`src/rtl/cmsdk_uart_send_pkg.sv`:
```
// cmsdk_uart_send_pkg: shared types and constants for the UART send model.
// It holds the FSM state encoding, the console protocol characters and a
// width helper for the FIFO occupancy count.
package cmsdk_uart_send_pkg;

  typedef enum logic [1:0] {
    IDLE  = 2'd0,
    START = 2'd1,
    DATA  = 2'd2,
    STOP  = 2'd3
  } tx_state_t;

  localparam logic [7:0] CHAR_ESC     = 8'h1B;
  localparam logic [7:0] CHAR_AUXCTRL = 8'h10;
  localparam logic [7:0] CHAR_DBG_ON  = 8'h11;
  localparam logic [7:0] CHAR_DBG_OFF = 8'h12;
  localparam logic [7:0] CHAR_EOT     = 8'h04;
  localparam logic [7:0] CHAR_CR      = 8'h0D;
  localparam logic [7:0] CHAR_LF      = 8'h0A;

  // Occupancy needs one extra bit so that "full" (== depth) is representable.
  function automatic int level_width(input int depth);
    return $clog2(depth) + 1;
  endfunction

endpackage

```
`src/rtl/cmsdk_uart_send_if.sv`:
```
// cmsdk_uart_send_if: byte-submission and status bundle of the UART sender.
// With CMSDK_UART_SEND_AUX_EN defined it also carries the AUX request port.
interface cmsdk_uart_send_if
  import cmsdk_uart_send_pkg::*;
#(
  parameter int FIFO_DEPTH = 16
);
  logic                                ENABLE;
  logic                                TX_VALID;
  logic [7:0]                          TX_DATA;
  logic                                TX_READY;
  logic                                TXD;
  logic                                BUSY;
  logic [level_width(FIFO_DEPTH)-1:0]  FIFO_LEVEL;
  logic [15:0]                         TX_COUNT;
`ifdef CMSDK_UART_SEND_AUX_EN
  logic                                AUX_REQ;
  logic [7:0]                          AUX_DATA;
  logic                                AUX_ACK;
`endif

  modport master (
    output ENABLE, TX_VALID, TX_DATA,
`ifdef CMSDK_UART_SEND_AUX_EN
    output AUX_REQ, AUX_DATA,
    input  AUX_ACK,
`endif
    input  TX_READY, TXD, BUSY, FIFO_LEVEL, TX_COUNT
  );

  modport slave (
    input  ENABLE, TX_VALID, TX_DATA,
`ifdef CMSDK_UART_SEND_AUX_EN
    input  AUX_REQ, AUX_DATA,
    output AUX_ACK,
`endif
    output TX_READY, TXD, BUSY, FIFO_LEVEL, TX_COUNT
  );

endinterface

```
`src/rtl/cmsdk_uart_send_fifo.sv`:
```
// cmsdk_uart_send_fifo: byte FIFO feeding the serialiser. The head word is
// read combinationally so the pop edge can load it straight into the shift
// register; pointers wrap naturally because FIFO_DEPTH is a power of two.
module cmsdk_uart_send_fifo
  import cmsdk_uart_send_pkg::*;
#(
  parameter int FIFO_DEPTH = 16
) (
  input  logic                               clk,
  input  logic                               rst,
  input  logic                               push,
  input  logic                               pop,
  input  logic [7:0]                         wr_data,
  output logic [7:0]                         rd_data,
  output logic                               full,
  output logic                               empty,
  output logic [level_width(FIFO_DEPTH)-1:0] level
);
  localparam int AW = $clog2(FIFO_DEPTH);
  localparam int LW = level_width(FIFO_DEPTH);

  logic [7:0]    r_mem [FIFO_DEPTH];
  logic [AW-1:0] r_wr_ptr;
  logic [AW-1:0] r_rd_ptr;
  logic [LW-1:0] r_level;
  logic          w_push_ok;
  logic          w_pop_ok;

  // Full blocks a push even when a pop happens in the same cycle.
  assign full      = (r_level == LW'(FIFO_DEPTH));
  assign empty     = (r_level == '0);
  assign w_push_ok = push && !full;
  assign w_pop_ok  = pop && !empty;
  assign rd_data   = r_mem[r_rd_ptr];
  assign level     = r_level;

  // Storage write; no reset so the array can map onto RAM.
  always_ff @(posedge clk) begin
    if (w_push_ok) begin
      r_mem[r_wr_ptr] <= wr_data;
    end
  end

  // Pointer and occupancy update; simultaneous push and pop cancel out.
  always_ff @(posedge clk or posedge rst) begin
    if (rst) begin
      r_wr_ptr <= '0;
      r_rd_ptr <= '0;
      r_level  <= '0;
    end else begin
      if (w_push_ok) r_wr_ptr <= r_wr_ptr + AW'(1);
      if (w_pop_ok)  r_rd_ptr <= r_rd_ptr + AW'(1);
      case ({w_push_ok, w_pop_ok})
        2'b10:   r_level <= r_level + LW'(1);
        2'b01:   r_level <= r_level - LW'(1);
        default: r_level <= r_level;
      endcase
    end
  end

endmodule

```
`src/rtl/cmsdk_uart_send.sv`:
```
// cmsdk_uart_send: 8N1 serial transmitter that drives a UART receive pin.
// Bytes are queued in a FIFO and shifted out LSB-first at CLK/BAUD_DIV.
// Optional feature macro: CMSDK_UART_SEND_AUX_EN adds an AUX request port
// that sends the atomic sequence ESC, AUXCTRL, AUX_DATA ahead of FIFO bytes.
module cmsdk_uart_send
  import cmsdk_uart_send_pkg::*;
#(
  parameter int BAUD_DIV   = 1,
  parameter int FIFO_DEPTH = 16,
  parameter int STOP_BITS  = 1
) (
  input  logic             CLK,
  input  logic             RESET,
  cmsdk_uart_send_if.slave bus
);
  localparam int BW = (BAUD_DIV > 1) ? $clog2(BAUD_DIV) : 1;
  localparam int LW = level_width(FIFO_DEPTH);

  tx_state_t     r_state;
  tx_state_t     w_state_next;
  logic [BW-1:0] r_baud;
  logic [BW-1:0] w_baud_next;
  logic [2:0]    r_bit;
  logic [2:0]    w_bit_next;
  logic [7:0]    r_shift;
  logic [7:0]    w_shift_next;
  logic          r_txd;
  logic          w_txd_next;
  logic [15:0]   r_tx_count;
  logic          w_baud_end;
  logic          w_frame_done;
  logic          w_boundary;
  logic          w_load;
  logic          w_pop;
  logic [7:0]    w_load_byte;
  logic [7:0]    w_head;
  logic          w_full;
  logic          w_empty;
  logic [LW-1:0] w_level;

  cmsdk_uart_send_fifo #(
    .FIFO_DEPTH (FIFO_DEPTH)
  ) u_fifo (
    .clk     (CLK),
    .rst     (RESET),
    .push    (bus.TX_VALID),
    .pop     (w_pop),
    .wr_data (bus.TX_DATA),
    .rd_data (w_head),
    .full    (w_full),
    .empty   (w_empty),
    .level   (w_level)
  );

  assign w_baud_end   = (r_baud == BW'(BAUD_DIV - 1));
  assign w_frame_done = (r_state == STOP) && w_baud_end && (r_bit == 3'(STOP_BITS - 1));
  // A new frame may be committed while idle or on the last cycle of a stop bit.
  assign w_boundary   = (r_state == IDLE) || w_frame_done;

`ifdef CMSDK_UART_SEND_AUX_EN
  logic [1:0] r_aux_left;
  logic [7:0] r_aux_data;
  logic       r_aux_ack;
  logic       w_aux_cont;
  logic       w_aux_start;

  // An ESC sequence in flight ignores ENABLE so it always completes whole.
  assign w_aux_cont  = w_boundary && (r_aux_left != 2'd0);
  assign w_aux_start = w_boundary && !w_aux_cont && bus.ENABLE && bus.AUX_REQ;
  assign w_pop       = w_boundary && !w_aux_cont && !w_aux_start && bus.ENABLE && !w_empty;
  assign w_load      = w_aux_cont || w_aux_start || w_pop;

  // Pick the byte for the next frame: ESC sequence first, then FIFO head.
  always_comb begin
    w_load_byte = w_head;
    if (w_aux_start) begin
      w_load_byte = CHAR_ESC;
    end else if (w_aux_cont) begin
      w_load_byte = (r_aux_left == 2'd2) ? CHAR_AUXCTRL : r_aux_data;
    end
  end

  // Count the frames still owed to the ESC sequence and pulse the ack.
  always_ff @(posedge CLK or posedge RESET) begin
    if (RESET) begin
      r_aux_left <= '0;
      r_aux_data <= '0;
      r_aux_ack  <= 1'b0;
    end else begin
      r_aux_ack <= w_aux_start;
      if (w_aux_start) begin
        r_aux_left <= 2'd2;
        r_aux_data <= bus.AUX_DATA;
      end else if (w_aux_cont) begin
        r_aux_left <= r_aux_left - 2'd1;
      end
    end
  end

  assign bus.AUX_ACK = r_aux_ack;
`else
  assign w_pop       = w_boundary && bus.ENABLE && !w_empty;
  assign w_load      = w_pop;
  assign w_load_byte = w_head;
`endif

  // Next-state, counters and next TXD level (registered so TXD is glitch-free).
  always_comb begin
    w_state_next = r_state;
    w_baud_next  = r_baud;
    w_bit_next   = r_bit;
    w_shift_next = r_shift;
    w_txd_next   = 1'b1;
    if (w_load) begin
      w_state_next = START;
      w_baud_next  = '0;
      w_bit_next   = '0;
      w_shift_next = w_load_byte;
    end else begin
      case (r_state)
        IDLE: begin
          w_baud_next = '0;
        end
        START: begin
          if (w_baud_end) begin
            w_state_next = DATA;
            w_baud_next  = '0;
            w_bit_next   = '0;
          end else begin
            w_baud_next = r_baud + BW'(1);
          end
        end
        DATA: begin
          if (w_baud_end) begin
            w_baud_next = '0;
            if (r_bit == 3'd7) begin
              w_state_next = STOP;
              w_bit_next   = '0;
            end else begin
              w_bit_next = r_bit + 3'd1;
            end
          end else begin
            w_baud_next = r_baud + BW'(1);
          end
        end
        STOP: begin
          if (w_baud_end) begin
            w_baud_next = '0;
            if (r_bit == 3'(STOP_BITS - 1)) begin
              w_state_next = IDLE;
              w_bit_next   = '0;
            end else begin
              w_bit_next = r_bit + 3'd1;
            end
          end else begin
            w_baud_next = r_baud + BW'(1);
          end
        end
        default: begin
          w_state_next = IDLE;
          w_baud_next  = '0;
        end
      endcase
    end
    case (w_state_next)
      START:   w_txd_next = 1'b0;
      DATA:    w_txd_next = w_shift_next[w_bit_next];
      default: w_txd_next = 1'b1;
    endcase
  end

  // State, counters, shift register and line register; reset abandons a frame.
  always_ff @(posedge CLK or posedge RESET) begin
    if (RESET) begin
      r_state    <= IDLE;
      r_baud     <= '0;
      r_bit      <= '0;
      r_shift    <= '0;
      r_txd      <= 1'b1;
      r_tx_count <= '0;
    end else begin
      r_state <= w_state_next;
      r_baud  <= w_baud_next;
      r_bit   <= w_bit_next;
      r_shift <= w_shift_next;
      r_txd   <= w_txd_next;
      if (w_frame_done) begin
        r_tx_count <= r_tx_count + 16'd1;
      end
    end
  end

  assign bus.TXD        = r_txd;
  assign bus.TX_READY   = !w_full && !RESET;
  assign bus.BUSY       = (r_state != IDLE) || (w_level != '0);
  assign bus.FIFO_LEVEL = w_level;
  assign bus.TX_COUNT   = r_tx_count;

  // Offering a byte with unknown bits is a protocol error by the requester.
  a_tx_data_known: assert property (@(posedge CLK) disable iff (RESET)
    bus.TX_VALID |-> !$isunknown(bus.TX_DATA));

endmodule

```
`src/flat_wrapper.sv`:
```
// flat-port wrapper written by rule: the top's interface ports become plain ports
module cmsdk_uart_send_flat import cmsdk_uart_send_pkg::*;
#(
  parameter int BAUD_DIV   = 1,
  parameter int FIFO_DEPTH = 16,
  parameter int STOP_BITS  = 1
)
  (CLK, RESET, bus_ENABLE, bus_TX_VALID, bus_TX_DATA, bus_TX_READY, bus_TXD, bus_BUSY, bus_FIFO_LEVEL, bus_TX_COUNT);
  cmsdk_uart_send_if #(.FIFO_DEPTH(FIFO_DEPTH)) bus_i ();
  input  logic CLK;
  input  logic RESET;
  input wire logic [$bits(bus_i.ENABLE)-1:0] bus_ENABLE;
  input wire logic [$bits(bus_i.TX_VALID)-1:0] bus_TX_VALID;
  input wire logic [$bits(bus_i.TX_DATA)-1:0] bus_TX_DATA;
  output wire logic [$bits(bus_i.TX_READY)-1:0] bus_TX_READY;
  output wire logic [$bits(bus_i.TXD)-1:0] bus_TXD;
  output wire logic [$bits(bus_i.BUSY)-1:0] bus_BUSY;
  output wire logic [$bits(bus_i.FIFO_LEVEL)-1:0] bus_FIFO_LEVEL;
  output wire logic [$bits(bus_i.TX_COUNT)-1:0] bus_TX_COUNT;
  assign bus_i.ENABLE = bus_ENABLE;
  assign bus_i.TX_VALID = bus_TX_VALID;
  assign bus_i.TX_DATA = bus_TX_DATA;
  assign bus_TX_READY = bus_i.TX_READY;
  assign bus_TXD = bus_i.TXD;
  assign bus_BUSY = bus_i.BUSY;
  assign bus_FIFO_LEVEL = bus_i.FIFO_LEVEL;
  assign bus_TX_COUNT = bus_i.TX_COUNT;
  cmsdk_uart_send #(.BAUD_DIV(BAUD_DIV), .FIFO_DEPTH(FIFO_DEPTH), .STOP_BITS(STOP_BITS)) u_core (.CLK(CLK), .RESET(RESET), .bus(bus_i));
endmodule
```
`config.mk`:
```
export PLATFORM = sky130hd
export DESIGN_NAME = cmsdk_uart_send_flat
export DESIGN_NICKNAME = d
export VERILOG_FILES = /design/src/rtl/cmsdk_uart_send_pkg.sv /design/src/rtl/cmsdk_uart_send_if.sv /design/src/rtl/cmsdk_uart_send_fifo.sv /design/src/rtl/cmsdk_uart_send.sv /design/src/flat_wrapper.sv
export SDC_FILE = /design/constraint.sdc
export NUM_CORES = 1
export LEC_CHECK = 0
export CAP_MARGIN = 10
export CELL_PAD_IN_SITES_DETAIL_PLACEMENT = 1
export CELL_PAD_IN_SITES_GLOBAL_PLACEMENT = 2
export CORE_MARGIN = 3
export CORE_UTILIZATION = 45
export CTS_CLUSTER_SIZE = 40
export DETAILED_ROUTE_END_ITERATION = 8
export PLACE_DENSITY_LB_ADDON = 0.1
export SETUP_SLACK_MARGIN = 0.2
export SLEW_MARGIN = 20
export SYNTH_ARGS = -nofsm -noshare
export SYNTH_HDL_FRONTEND = slang
export SYNTH_SLANG_ARGS = --single-unit
```
`constraint.sdc`:
```
create_clock -name CLK -period 3.8 [get_ports CLK]
set_clock_uncertainty 0.2 [all_clocks]
set_input_delay 0.38 -clock CLK [delete_from_list [all_inputs] [get_ports CLK]]
set_output_delay 0.38 -clock CLK [all_outputs]
set_load 0.05 [all_outputs]
```
==> flow_summary.ini <==
[run_status]
status = finished clean

[clock_tree]
cts_tree = done
clock_sink_count = 171
clkTransAtPathRegs_ns = 0.06
clk_latency_ns = 0.42
cts_setup_buffers = 0
clock_tree.root_cell = clkbuf_16
cts_resized = 0
cts_hold_buf = 0
cts_buffers = 17
cts_max_level = 4
clockBufferDepth = 2

[die]
fp-row-count = 45
die_w_um = 133
core-area_mm2 = 0.0155
dieArea_mm2 = 0.0176
start_util_pct = 46.7
io_pins = 36
die_y_um = 133

[critical_path]
path_cells = or4_4 -> o221ai_4 -> inv_4 -> ha_1 -> ha_1 -> o21a_1 -> o221ai_1 -> nand4_1 -> a2111oi_2
crit_arrival_ns = 3.47
cp_num_buf_inv = 1
worstPathRequired_ns = 3.91
slowest_stage = or4_4
crit_path_end_kind = flip-flop
path_delay_family = compound AO/OA/AOI/OAI gates
critPathMaxFanout = 17
cpMostUsedCell = ha_1
path_class = reg2reg
slowest_delay_ns = 0.61
start_kind = flip-flop

[placed_design]
place_ws_ns = 0.435
gp_congestion = 0.756
io_buffer_count = 35
placed_area_mm2 = 0.00785
dpl.hpwl_um = 9630
place_inst = 663

[sta]
hold_slack_ns = 0.248
hold_violations = 0
rsz0062_at_grt = no
fmax_ghz = 0.298
finalSetupViolCount = 0
finalWorstSetupSlack_ns = 0.440
fin_crit_sh_pct = 88.4
post-route-min-period_ns = 3.36
slew_headroom_pct = 46.2
drv_slew = 0
worst_slew_pin_slew_ns = 0.806
tns_ns = 0

[final_layout]
final_cell_mix = 128 x edfxtp_1, 41 x nand2_1, 41 x dfrtp_1, 40 x mux4_2, 35 x clkdlybuf4s50_1
nFillCells = 1408
final_common_cell = edfxtp_1
final_cell_area_mm2 = 0.00837
drive_above_1_share_pct = 19.9
layout.cells.non_filler = 694
syn_to_final_growth_pct = 15.8
final_util_pct = 54.1
nNetsFinal = 495
diodes = 0

[detailed_routing]
wire_per_inst_um = 21.2
via_per_inst = 5.50
first_iter_violations = 240
drt_first_pass_iters = 4
vias = 3820
drt-total-wl_um = 14700
ant_nets = 0
drc = 0

[power_and_ir_drop]
power.leakage_nw = 2.97
peakVddDrop_v = 0.000389
finalPower_mw = 6.12
p_per_area_mw_per_mm2 = 731

[flow_run]
drv_cap = 0

[synthesis]
syn_avg_cell_area_um2 = 16.9
synth_cells = 427
yosysWarningCount = 0
yosysUniqueCellTypes = 52
netlist_area_mm2 = 0.00723
synth_edf_count = 128
ys_async_sr_fraction_pct = 25.1
seq_area_frac_synth_pct = 68.1
synth_ff_type = edfxtp_1
syn_nets = 451
synth_seq_cells = 171

[grt]
grt_pass1_vias = 4198
grt_max_degree = 44
track_usage_pct = 18.0
antenna_found_initial = 0
overflow = 0
grt_pass1_wl_um = 24200

[min_path]
hold_class = in2async
-- synthesized netlist by cell type, drive strengths merged, types with 2 or more instances --
cell type | number | area share [%]
clkbuf | 10 | 0.52
and3b | 2 | 0.24
mux4 | 40 | 12
dfrtp | 42 | 15
or3b | 3 | 0.36
nor3b | 6 | 0.62
nor4 | 2 | 0.17
mux2 | 4 | 0.62
o221ai | 3 | 0.61
a21oi | 4 | 0.28
edfxtp | 128 | 53
nand4 | 9 | 0.78
o21ai | 5 | 0.35
nand3b | 2 | 0.21
a211o | 3 | 0.36
ha | 12 | 2.1
nor2b | 3 | 0.26
nor3 | 5 | 0.35
nand2 | 41 | 2.1
nor2 | 18 | 0.93
buf | 11 | 0.78
xnor2 | 15 | 1.8
o21a | 3 | 0.31
and2 | 2 | 0.17
nand3 | 4 | 0.28
inv | 9 | 0.50
o31ai | 2 | 0.28
and4 | 5 | 0.61
and3 | 9 | 0.78
xor2 | 9 | 1.1
-- metal layers --
layer / vias to the layer above / track usage, % / routed length (um)
met5: - / 0 / 0
met4: 0 / 4.73 / 155
met3: 11 / 4.07 / 387
met2: 56 / 29.2 / 7380
met1: 2011 / 25.0 / 6750
li1: 1742 / - / -
-- kinds of logic after synthesis --
family / count (synthesis) / synth area share, %
AOI/OAI and AO/OA: 29 / 3.38
xor gates and xnor gates: 24 / 2.91
adders and majority gates: 12 / 2.08
buffers and inverters: 30 / 1.80
DFF: 171 / 68.1
muxes: 44 / 13.1
and+or+nand+nor: 117 / 8.69
-- path summary, 6_finish.rpt --
path	startpoint	to	slack, ns	cells past startpoint
min	RESET	u_core.u_fifo.level[4]	0.25	2
max	u_core.u_fifo.level[0]	u_core.u_fifo.level[4]	0.44	9
max in group asynchronous	RESET	u_core.u_fifo.r_rd_ptr[0]	2.63	2
min reg2reg	u_core.bus.TX_COUNT[15]	u_core.bus.TX_COUNT[15]	0.28	1
max reg2reg	u_core.u_fifo.level[0]	u_core.u_fifo.level[4]	0.44	9
min in group CLK	u_core.bus.TX_COUNT[15]	u_core.bus.TX_COUNT[15]	0.28	1
-- area by class of cell --
class                           instances  area, um2  area share (%)
Clock inverter                         14       96.3            1.15
Sequential cell                       171       4920            58.8
Timing Repair Buffer                   46        445            5.32
Clock buffer                           17        425            5.08
Multi-Input combinational cell        226       2180            26.0
Inverter                                9       37.5           0.448
Tap cell                              211        264            3.15
-- power breakdown --
| part | internal [mW] | switching, mW | leakage [nW] | total (mW) |
|---|---|---|---|---|
| Combinational | 0.930 | 1.07 | 1.03 | 2.00 |
| Clock | 0.832 | 0.723 | 0.242 | 1.55 |
| Sequential | 2.32 | 0.250 | 1.70 | 2.56 |
| Total | 4.08 | 2.04 | 2.97 | 6.12 |
-- flip-flops by register name (all words and copies together) (netlist names) --
signal / cells
u_core.r_bit: 3
u_core.bus.TX_COUNT: 16
u_core.u_fifo.r_rd_ptr: 4
u_core.bus.TXD: 1
u_core.r_shift: 8
u_core.u_fifo.r_wr_ptr: 4
u_core.u_fifo.level: 5
u_core.r_state: 2
u_core.u_fifo.r_mem: 128
Power figures use the tool's default switching activity.
